## config.mk

```make
export PLATFORM = sky130hd
export DESIGN_NAME = bp_io_cmd_scheduler
export DESIGN_NICKNAME = d
export VERILOG_FILES = /design/src/rtl/bp_me_pkg.sv /design/src/rtl/bp_io_cmd_scheduler.sv
export SDC_FILE = /design/constraint.sdc
export NUM_CORES = 1
export LEC_CHECK = 0
export BUFFER_PORTS_ARGS = -buffer_cell sky130_fd_sc_hd__buf_2
export CORE_AREA = 5 5 251 253
export DETAILED_ROUTE_END_ITERATION = 16
export DIE_AREA = 0 0 256 258
export GPL_TIMING_DRIVEN = 0
export PLACE_DENSITY_LB_ADDON = 0.1
export SETUP_SLACK_MARGIN = 0.5
export SKIP_LAST_GASP = 1
export SYNTH_ARGS = -nofsm -noshare
export SYNTH_HDL_FRONTEND = slang
export SYNTH_SLANG_ARGS = --single-unit
```

## constraint.sdc

```tcl
create_clock -name clk_i -period 6.7 [get_ports clk_i]
set_clock_uncertainty 0.05 [all_clocks]
set_input_delay 0 -clock clk_i [delete_from_list [all_inputs] [get_ports clk_i]]
set_output_delay 0 -clock clk_i [all_outputs]
set_load 0.02 [all_outputs]
```

## src/rtl/bp_me_pkg.sv

```systemverilog
// Shared memory-engine definitions used by the IO tile command scheduler.
// Holds the default IO-NoC credit limit and scheduler error codes.
package bp_me_pkg;

    localparam int io_noc_max_credits = 8;

    typedef enum logic [1:0] {
        e_sched_err_none           = 2'd0,
        e_sched_err_resp_underflow = 2'd1
    } bp_io_sched_err_e;

endpackage

```

## src/rtl/bp_io_cmd_scheduler.sv

```systemverilog
// Shares one IO-NoC command/response channel pair between several requesters:
// round-robin command issue with credit limiting, in-order response steering.
module bp_io_cmd_scheduler
    import bp_me_pkg::*;
#(
    parameter int num_req_p = 2,
    parameter int msg_width_p = 128,
    parameter int max_credits_p = io_noc_max_credits,
    localparam int lg_num_req_lp = (num_req_p > 1) ? $clog2(num_req_p) : 1,
    localparam int credit_width_lp = $clog2(max_credits_p + 1)
) (
    input  logic                             clk_i,
    input  logic                             reset_n_i,
    input  logic                             drain_i,
    input  logic [num_req_p*msg_width_p-1:0] req_cmd_i,
    input  logic [num_req_p-1:0]             req_cmd_v_i,
    output logic [num_req_p-1:0]             req_cmd_ready_o,
    output logic [msg_width_p-1:0]           io_cmd_o,
    output logic                             io_cmd_v_o,
    input  logic                             io_cmd_ready_i,
    input  logic [msg_width_p-1:0]           io_resp_i,
    input  logic                             io_resp_v_i,
    output logic                             io_resp_yumi_o,
    output logic [msg_width_p-1:0]           req_resp_o,
    output logic [num_req_p-1:0]             req_resp_v_o,
    input  logic [num_req_p-1:0]             req_resp_ready_i,
    output logic [credit_width_lp-1:0]       credits_used_o,
    output logic                             idle_o,
    output logic                             error_o
);

    localparam int id_ptr_width_lp = (max_credits_p > 1) ? $clog2(max_credits_p) : 1;
    localparam logic [credit_width_lp-1:0] max_cred_lp = credit_width_lp'(max_credits_p);
    localparam logic [lg_num_req_lp-1:0] last_req_lp = lg_num_req_lp'(num_req_p - 1);
    localparam logic [id_ptr_width_lp-1:0] last_slot_lp = id_ptr_width_lp'(max_credits_p - 1);

    logic [lg_num_req_lp-1:0]   rr_ptr_q, rr_ptr_d;
    logic                       io_cmd_v_q, io_cmd_v_d;
    logic [msg_width_p-1:0]     io_cmd_q, io_cmd_d;
    logic [credit_width_lp-1:0] credits_q, credits_d;
    logic [credit_width_lp-1:0] id_count_q, id_count_d;
    logic [id_ptr_width_lp-1:0] id_wptr_q, id_wptr_d;
    logic [id_ptr_width_lp-1:0] id_rptr_q, id_rptr_d;
    logic [lg_num_req_lp-1:0]   id_mem_q [max_credits_p];
    logic                       error_q, error_d;

    logic [2*num_req_p-1:0]   req_dbl;
    logic [num_req_p-1:0]     req_rot;
    logic                     found;
    logic [lg_num_req_lp-1:0] winner;
    logic [msg_width_p-1:0]   winner_cmd;
    logic                     slot_free, grant_en, accept;
    logic                     id_empty, id_full, resp_hit, yumi;
    logic [lg_num_req_lp-1:0] head;

    // Rotate valids so bit 0 is the requester at the RR pointer, then priority-pick.
    assign req_dbl = {req_cmd_v_i, req_cmd_v_i};
    assign req_rot = num_req_p'(req_dbl >> rr_ptr_q);

    always_comb begin
        found  = 1'b0;
        winner = '0;
        for (int i = 0; i < num_req_p; i++) begin
            if (!found && req_rot[i]) begin
                found  = 1'b1;
                winner = lg_num_req_lp'((int'(rr_ptr_q) + i) % num_req_p);
            end
        end
    end

    always_comb begin
        winner_cmd = '0;
        for (int i = 0; i < num_req_p; i++) begin
            if (lg_num_req_lp'(i) == winner) begin
                winner_cmd = req_cmd_i[i*msg_width_p +: msg_width_p];
            end
        end
    end

    // Grants use the registered credit count, so a same-cycle yumi cannot free a slot.
    assign slot_free = ~io_cmd_v_q | io_cmd_ready_i;
    assign id_empty  = (id_count_q == '0);
    assign id_full   = (id_count_q == max_cred_lp);
    assign grant_en  = reset_n_i & slot_free & ~drain_i & (credits_q < max_cred_lp) & ~id_full;
    assign accept    = grant_en & found;

    assign req_cmd_ready_o = accept ? (num_req_p'(1) << winner) : '0;

    assign head     = id_mem_q[id_rptr_q];
    assign resp_hit = io_resp_v_i & ~id_empty;
    assign yumi     = resp_hit & req_resp_ready_i[head];

    assign req_resp_v_o   = resp_hit ? (num_req_p'(1) << head) : '0;
    assign io_resp_yumi_o = yumi;
    assign req_resp_o     = io_resp_i;

    always_comb begin
        rr_ptr_d   = rr_ptr_q;
        io_cmd_v_d = io_cmd_v_q;
        io_cmd_d   = io_cmd_q;
        credits_d  = credits_q;
        id_count_d = id_count_q;
        id_wptr_d  = id_wptr_q;
        id_rptr_d  = id_rptr_q;
        error_d    = error_q | (io_resp_v_i & id_empty);

        if (accept) begin
            io_cmd_v_d = 1'b1;
            io_cmd_d   = winner_cmd;
            rr_ptr_d   = (winner == last_req_lp) ? '0 : winner + lg_num_req_lp'(1);
            id_wptr_d  = (id_wptr_q == last_slot_lp) ? '0 : id_wptr_q + id_ptr_width_lp'(1);
        end else if (io_cmd_ready_i) begin
            io_cmd_v_d = 1'b0;
        end

        if (yumi) begin
            id_rptr_d = (id_rptr_q == last_slot_lp) ? '0 : id_rptr_q + id_ptr_width_lp'(1);
        end

        if (accept && !yumi) begin
            credits_d  = credits_q + credit_width_lp'(1);
            id_count_d = id_count_q + credit_width_lp'(1);
        end else if (!accept && yumi) begin
            credits_d  = credits_q - credit_width_lp'(1);
            id_count_d = id_count_q - credit_width_lp'(1);
        end
    end

    always_ff @(posedge clk_i or negedge reset_n_i) begin
        if (!reset_n_i) begin
            rr_ptr_q   <= '0;
            io_cmd_v_q <= 1'b0;
            io_cmd_q   <= '0;
            credits_q  <= '0;
            id_count_q <= '0;
            id_wptr_q  <= '0;
            id_rptr_q  <= '0;
            error_q    <= 1'b0;
        end else begin
            rr_ptr_q   <= rr_ptr_d;
            io_cmd_v_q <= io_cmd_v_d;
            io_cmd_q   <= io_cmd_d;
            credits_q  <= credits_d;
            id_count_q <= id_count_d;
            id_wptr_q  <= id_wptr_d;
            id_rptr_q  <= id_rptr_d;
            error_q    <= error_d;
        end
    end

    // ID storage needs no reset: entries are only read behind a valid count.
    always_ff @(posedge clk_i) begin
        if (accept) begin
            id_mem_q[id_wptr_q] <= winner;
        end
    end

    assign io_cmd_o       = io_cmd_q;
    assign io_cmd_v_o     = io_cmd_v_q;
    assign credits_used_o = credits_q;
    assign idle_o         = (credits_q == '0) & ~io_cmd_v_q;
    assign error_o        = error_q;

endmodule

```

---- Word level (Yosys, flattened, before mapping) ----
Memory sizes are Yosys's and may differ from the RTL's.
Index checks and enable logic that the tools add are counted.
cells by class
  $add $sub $neg .......................... 8
  shifts and indexed selects .............. 3
  reductions and logical operators ........ 10
  order comparisons ....................... 2
  eq/ne operators ......................... 3
  bitwise operators ....................... 15
  mux-type cells .......................... 20
operators with widths
  cell                                                                   number
  128-bit 2-to-1 mux                                                     1
  4-bit 2-to-1 mux                                                       4
  1-bit 2-to-1 mux                                                       11
  1-bit bitwise AND                                                      9
  4-bit by 1-bit adder with 4-bit output (second input constant)         2
  4-bit zero test                                                        2
  4-bit by 1-bit subtractor with 4-bit output (second input constant)    2
  3-bit by 1-bit adder with 3-bit output (second input constant)         2
  3-bit equality test (second input constant)                            2
  3-bit 2-to-1 mux                                                       2
  4-bit equality test (second input constant)                            1
  4-bit < comparator (second input constant)                             1
  2-bit 2-to-1 mux                                                       2
  1-bit inverter                                                         4
  2-bit nonzero test                                                     2
  1-bit by 1-bit left shift with 2-bit output (first input constant)     2
  4-bit by 1-bit >> shifter with 2-bit output                            1
  1-bit logical AND                                                      3
  1-bit zero test                                                        3
  1-bit adder (second input constant)                                    2
  1-bit by 2-bit < comparator with 1-bit output (second input constant)  1
  1-bit OR                                                               2
word-level totals
  word-level logic and storage cells ...... 70
  bits in writable memories ............... 8
  memories kept ........................... 1
  register bits ........................... 145
memories
  memory    words  width  rd ports  clocked after memory_dff  write ports  line                       source
  id_mem_q  8      1      1         0                         1            bp_io_cmd_scheduler.sv:44  logic [lg_num_req_lp-1:0] id_mem_q [max_credits_p];

---- Logic depth before layout (Yosys ltp) ----
  word-level depth ........................ 11
  depth in mapped cells ................... 14
  gate-level depth less buffers ........... 13

---- Worst setup path before layout ----
No wires, ideal clock.
  path kind ............................... flip-flop to flip-flop
  from .................................... register id_rptr_q[0]
  to ...................................... register credits_q[3] (netlist: credits_used_o[3])
  buffers on the path ..................... 1
  period minus slack after synthesis ...... 3016 ps
  slack ................................... 3684 ps
  data required time ...................... 6518 ps
  stages on the path, launching flop included .. 14
  library setup time ...................... 132 ps
  data arrival time ....................... 2834 ps
  cells stage by stage .................... dfrtp_1 -> buf_6 -> mux2i_1 -> mux4_2 -> o21ai_4 -> inv_1 -> ha_1 -> inv_1 -> ha_1 -> a21o_1 -> a21oi_1 -> xnor2_1 -> nor2_1 -> xor2_1
on the way
  word-level cells in the longest chain between the ends .. 7
  elaborated cells on any way between the ends .. 9
ends and longest elaborated chain
  item                                                    line                        source
  start: declaration                                      bp_io_cmd_scheduler.sv:43   logic [id_ptr_width_lp-1:0] id_rptr_q, id_rptr_d;
  start signal: assignment                                bp_io_cmd_scheduler.sv:146  id_rptr_q <= id_rptr_d;
  memory read 8 x 1 bit *                                 n/a
  1-bit 2-to-1 mux (implied by the code) * (2 in a row)   bp_io_cmd_scheduler.sv:91   assign yumi = resp_hit & req_resp_ready_i[head];
  1-bit bitwise AND *                                     bp_io_cmd_scheduler.sv:91
  net io_resp_yumi_o                                      bp_io_cmd_scheduler.sv:23   output logic io_resp_yumi_o,
  1-bit zero test                                         bp_io_cmd_scheduler.sv:120  if (accept && !yumi) begin
  1-bit logical AND                                       bp_io_cmd_scheduler.sv:120
  4-bit 2-to-1 mux or 2-bit nonzero test (tied branches)  n/a
  end signal: assignment                                  bp_io_cmd_scheduler.sv:143  credits_q <= credits_d;
  end: declaration                                        bp_io_cmd_scheduler.sv:40   logic [credit_width_lp-1:0] credits_q, credits_d;
The timed path passes the listed nets; every way through them passes the cells marked *. The select of a mux whose other input is x is not followed.
A chain may end at the register's enable or synchronous reset.

---- Worst setup path after layout ----
  from .................................... input port reset_n_i
  to ...................................... register id_count_q[3]
on the way
  word-level cells in the longest chain between the ends .. 8
  elaborated cells on any way between the ends .. 10
ends and longest elaborated chain
  item                              line                        source
  start: declaration                bp_io_cmd_scheduler.sv:13   input logic reset_n_i,
  1-bit bitwise AND * (4 in a row)  bp_io_cmd_scheduler.sv:84   assign grant_en = reset_n_i & slot_free & ~drain_i & (credits_q < max_cred_lp) & ~id_full;
  1-bit bitwise AND *               bp_io_cmd_scheduler.sv:85   assign accept = grant_en & found;
  net accept                        bp_io_cmd_scheduler.sv:52   logic slot_free, grant_en, accept;
  1-bit zero test                   bp_io_cmd_scheduler.sv:123  end else if (!accept && yumi) begin
  1-bit logical AND                 bp_io_cmd_scheduler.sv:123
  2-bit nonzero test (no line)      n/a
  end signal: assignment            bp_io_cmd_scheduler.sv:144  id_count_q <= id_count_d;
  end: declaration                  bp_io_cmd_scheduler.sv:41   logic [credit_width_lp-1:0] id_count_q, id_count_d;
The timed path passes the listed nets; every way through them passes the cells marked *.

==> metrics.txt <==
Routed wire per std cell 19.73 µm; I/O Buffers 532; WL final 50.63 mm; Synth Register Bits 153; Non-Filler Instances 2566; Final Max Tran Viols 0; status completed; flop-to-flop setup slack 3030 ps; DR DRC count 0; Nets 2157; r2r endpoint id_count_q[3]$_DFFE_PN0P_; placed insts 2263; CP max FO 77; DRT iter0 DRCs 354; Post-DRT Antenna Nets 0; I/O pin total 661; Final Wtd Congestion 0.8377; Worst EP arrival 4560 ps; TritonCTS Buffers 17; reg2reg path depth 14; Sink Count 153; synth unique cells 34; synthesis-to-layout area growth 86.53%; RSZ-0062 raised after global routing no; die height 258 µm; Power Density 385.2 mW/mm²; First-pass DRT Iterations 4; first-pass GRT wire length 72.22 mm; pin count of the biggest net entering global routing 78; CP Launch Type primary input; Yosys top cell area share 0.4543; Worst-Skew Late Latency 480 ps; initial antenna violation count 15; setup violators final 0; Post-synth EDFFs 8; area occupied by multi-input gates 0.002878 mm²; CTS tree yes; share of layout cells above drive strength 1 0.4077; DR vias 9627; crit path to id_count_q[3]$_DFFE_PN0P_; Starting Density 0.1314; ys async rst share 0.9477; setup bufs post-CTS 0; peak supply drop 0.1921 mV; Worst setup startpoint reset_n_i; ys flop type dfrtp_1; adder-cell share of the synthesized area 0.01911; FP Rows 91; worst rel slew slack 0.2616; post-synthesis net count 1344; cell count after synthesis 940; Die W 256 µm; post-synth design cell area 0.007986 mm²; die area 0.06605 mm²; Area contributors post-synth dfrtp_1 (45%), nand2_1 (13%), buf_4 (12%); Setup crit end kind flip-flop; Ys Warns 0; mean area per synthesized cell 8.496 µm²; Max-Cap Viols 0; xor/xnor cell area share of the yosys netlist 0.008773; Synth Area in Simple Gates 0.2040; Pleak 7.129 nW; worst-margin pin slew 1108 ps; GRT Resource Usage Total 0.1490; Synth Area in Compound Gates 0.1122; FF/Latch Area 0.003869 mm²; Root Driver clkbuf_16; Clock transition at path regs 70 ps; H-tree depth 4; multiplexer share of the synthesized area 0.01629; R2R Path Start credits_used_o[3]$_DFFE_PN0P_; post-layout util 0.2450; highest clock rate 235.1 MHz; final hold viol count 0; vias in the first global route 10507; Final min period 4254 ps; post-synth top area cell dfrtp_1; total congestion overflow 0; Worst EP required 7010 ps; Max Root-Sink Buffers 2; vias per std cell 3.752; post-synthesis sequential area ratio 0.4844; main combinational cell family by area after synthesis simple AND/OR/NAND/NOR gates; WS Path Type in2reg; Final period util 0.6349; Core ar. 0.06080 mm²; HPWL reported at the end of detailed placement 39.73 mm; worst min path class in2async; fillcell total 6944
report_power, final:
group / internal [mW] / total, mW / switching [mW]
logic: 1.41 / 3.05 / 1.64
clock network: 0.582 / 1.05 / 0.465
registers: 1.37 / 1.64 / 0.270
total: 3.36 / 5.74 / 2.37
area by class of cell:
type,instances,share of cell area
timing repair buffer,794,0.3566
sequential,153,0.2597
multi-input combinational,593,0.1932
buffer,187,0.08147
tap,790,0.06635
clock buffer,19,0.02906
clock inverter,13,0.01016
inverter,7,0.001764
antenna,10,0.001680
synth_stat cells (3+ instances only):
cell and number:
buf_4 128, nor3_1 6, a31oi_1 128, ha_1 9, a21o_1 4, nor2_1 138, dfrtp_1 145, clkbuf_1 39
buf_2 19, nand2_1 267, a21oi_1 3, xnor2_1 6, mux2i_1 4, inv_1 6, mux2_4 3, o21ai_0 4
edfxtp_1 8
layout by cell type, fill, tap and decap left out, types with 3 or more instances in the layout:
cell type      count
inv_1              6
clkbuf_16         17
clkinv_2           4
o21ai_0            4
mux2_4             3
nand2_1          267
ha_1               9
dlygate4sd3_1    261
bufinv_16          3
mux2i_1            4
a31oi_1          128
diode_2           10
dfrtp_1          145
xnor2_1            6
a21o_1             4
a21oi_1            3
nor2_1           138
clkbuf_1          41
edfxtp_1           8
buf_4            128
nor3_1             6
buf_2            550
cells by family (layout without fill, tap and decap cells):
group,Yosys count,in the layout
multiplexers,10,10
AO/OA/AOI/OAI,142,142
buffers and inverters,194,1020
flip-flops,153,153
AND/OR/NAND/NOR,422,422
adder cells (fa/ha/maj),11,11
other,0,10
XOR/XNOR,8,8
critical path, stage by stage:
cell,delay [ps]
dlygate4sd3_1,560
buf_8,450
buf_16,390
o21ai_0,210
a211o_1,310
inv_2,310
buf_2,430
buf_2,330
ha_1,280
inv_1,170
ha_1,300
a21o_1,180
a21oi_1,170
xnor2_1,130
nor2_1,60
xor2_1,160
worst min-delay path by stage:
stage | start | depth (start not counted) | to | slack (ps)
after floorplan | reset_n_i | 0 | credits_used_o[0]$_DFFE_PN0P_ | -350
after global placement | io_resp_i[69] | 2 | req_resp_o[69] | 170
after global routing | reset_n_i | 2 | io_cmd_o[127]$_DFFE_PN0P_ | 50
after detailed placement | reset_n_i | 1 | io_cmd_o[19]$_DFFE_PN0P_ | -10
final | reset_n_i | 2 | io_cmd_o[19]$_DFFE_PN0P_ | 20
after CTS | drain_i | 6 | id_wptr_q[0]$_DFFE_PN0P_ | 20
sequential cells by signal (all words and copies together), names as in the netlist:
| name | cells |
|---|---|
| id_wptr_q | 3 |
| id_count_q | 4 |
| credits_used_o | 4 |
| io_cmd_v_o | 1 |
| io_cmd_o | 128 |
| id_rptr_q | 3 |
| error_o | 1 |
| rr_ptr_q | 1 |
| id_mem_q | 8 |
routing by layer:
metal / track usage / routed length [µm]
met4: 0.05862 / 1767
met2: 0.2629 / 25620
met5: 0 / 58
met1: 0.1592 / 19230
met3: 0.06150 / 3950
through the flow:
step	worst slack, ps	hold WS [ps]	TNS [ps]	area (µm²)	total power, mW
CTS	2212	18.19	0	14870	5.854
global placement	-264.7	170.8	-517.5	11640	4.108
detailed placement	2270	-12.17	0	11670	4.105
floorplan	3684	-345.6	0	7986	3.061
finish	2446	22.85	0	14900	5.738
global route	1916	48.57	0	14880	6.171
timing repair:
item / in CTS / in global routing
gates resized for setup: 0 / 0
endpoints found under the hold margin: 234 / 0
hold buffers: 261 / 0
(Power assumes the default switching activity.)
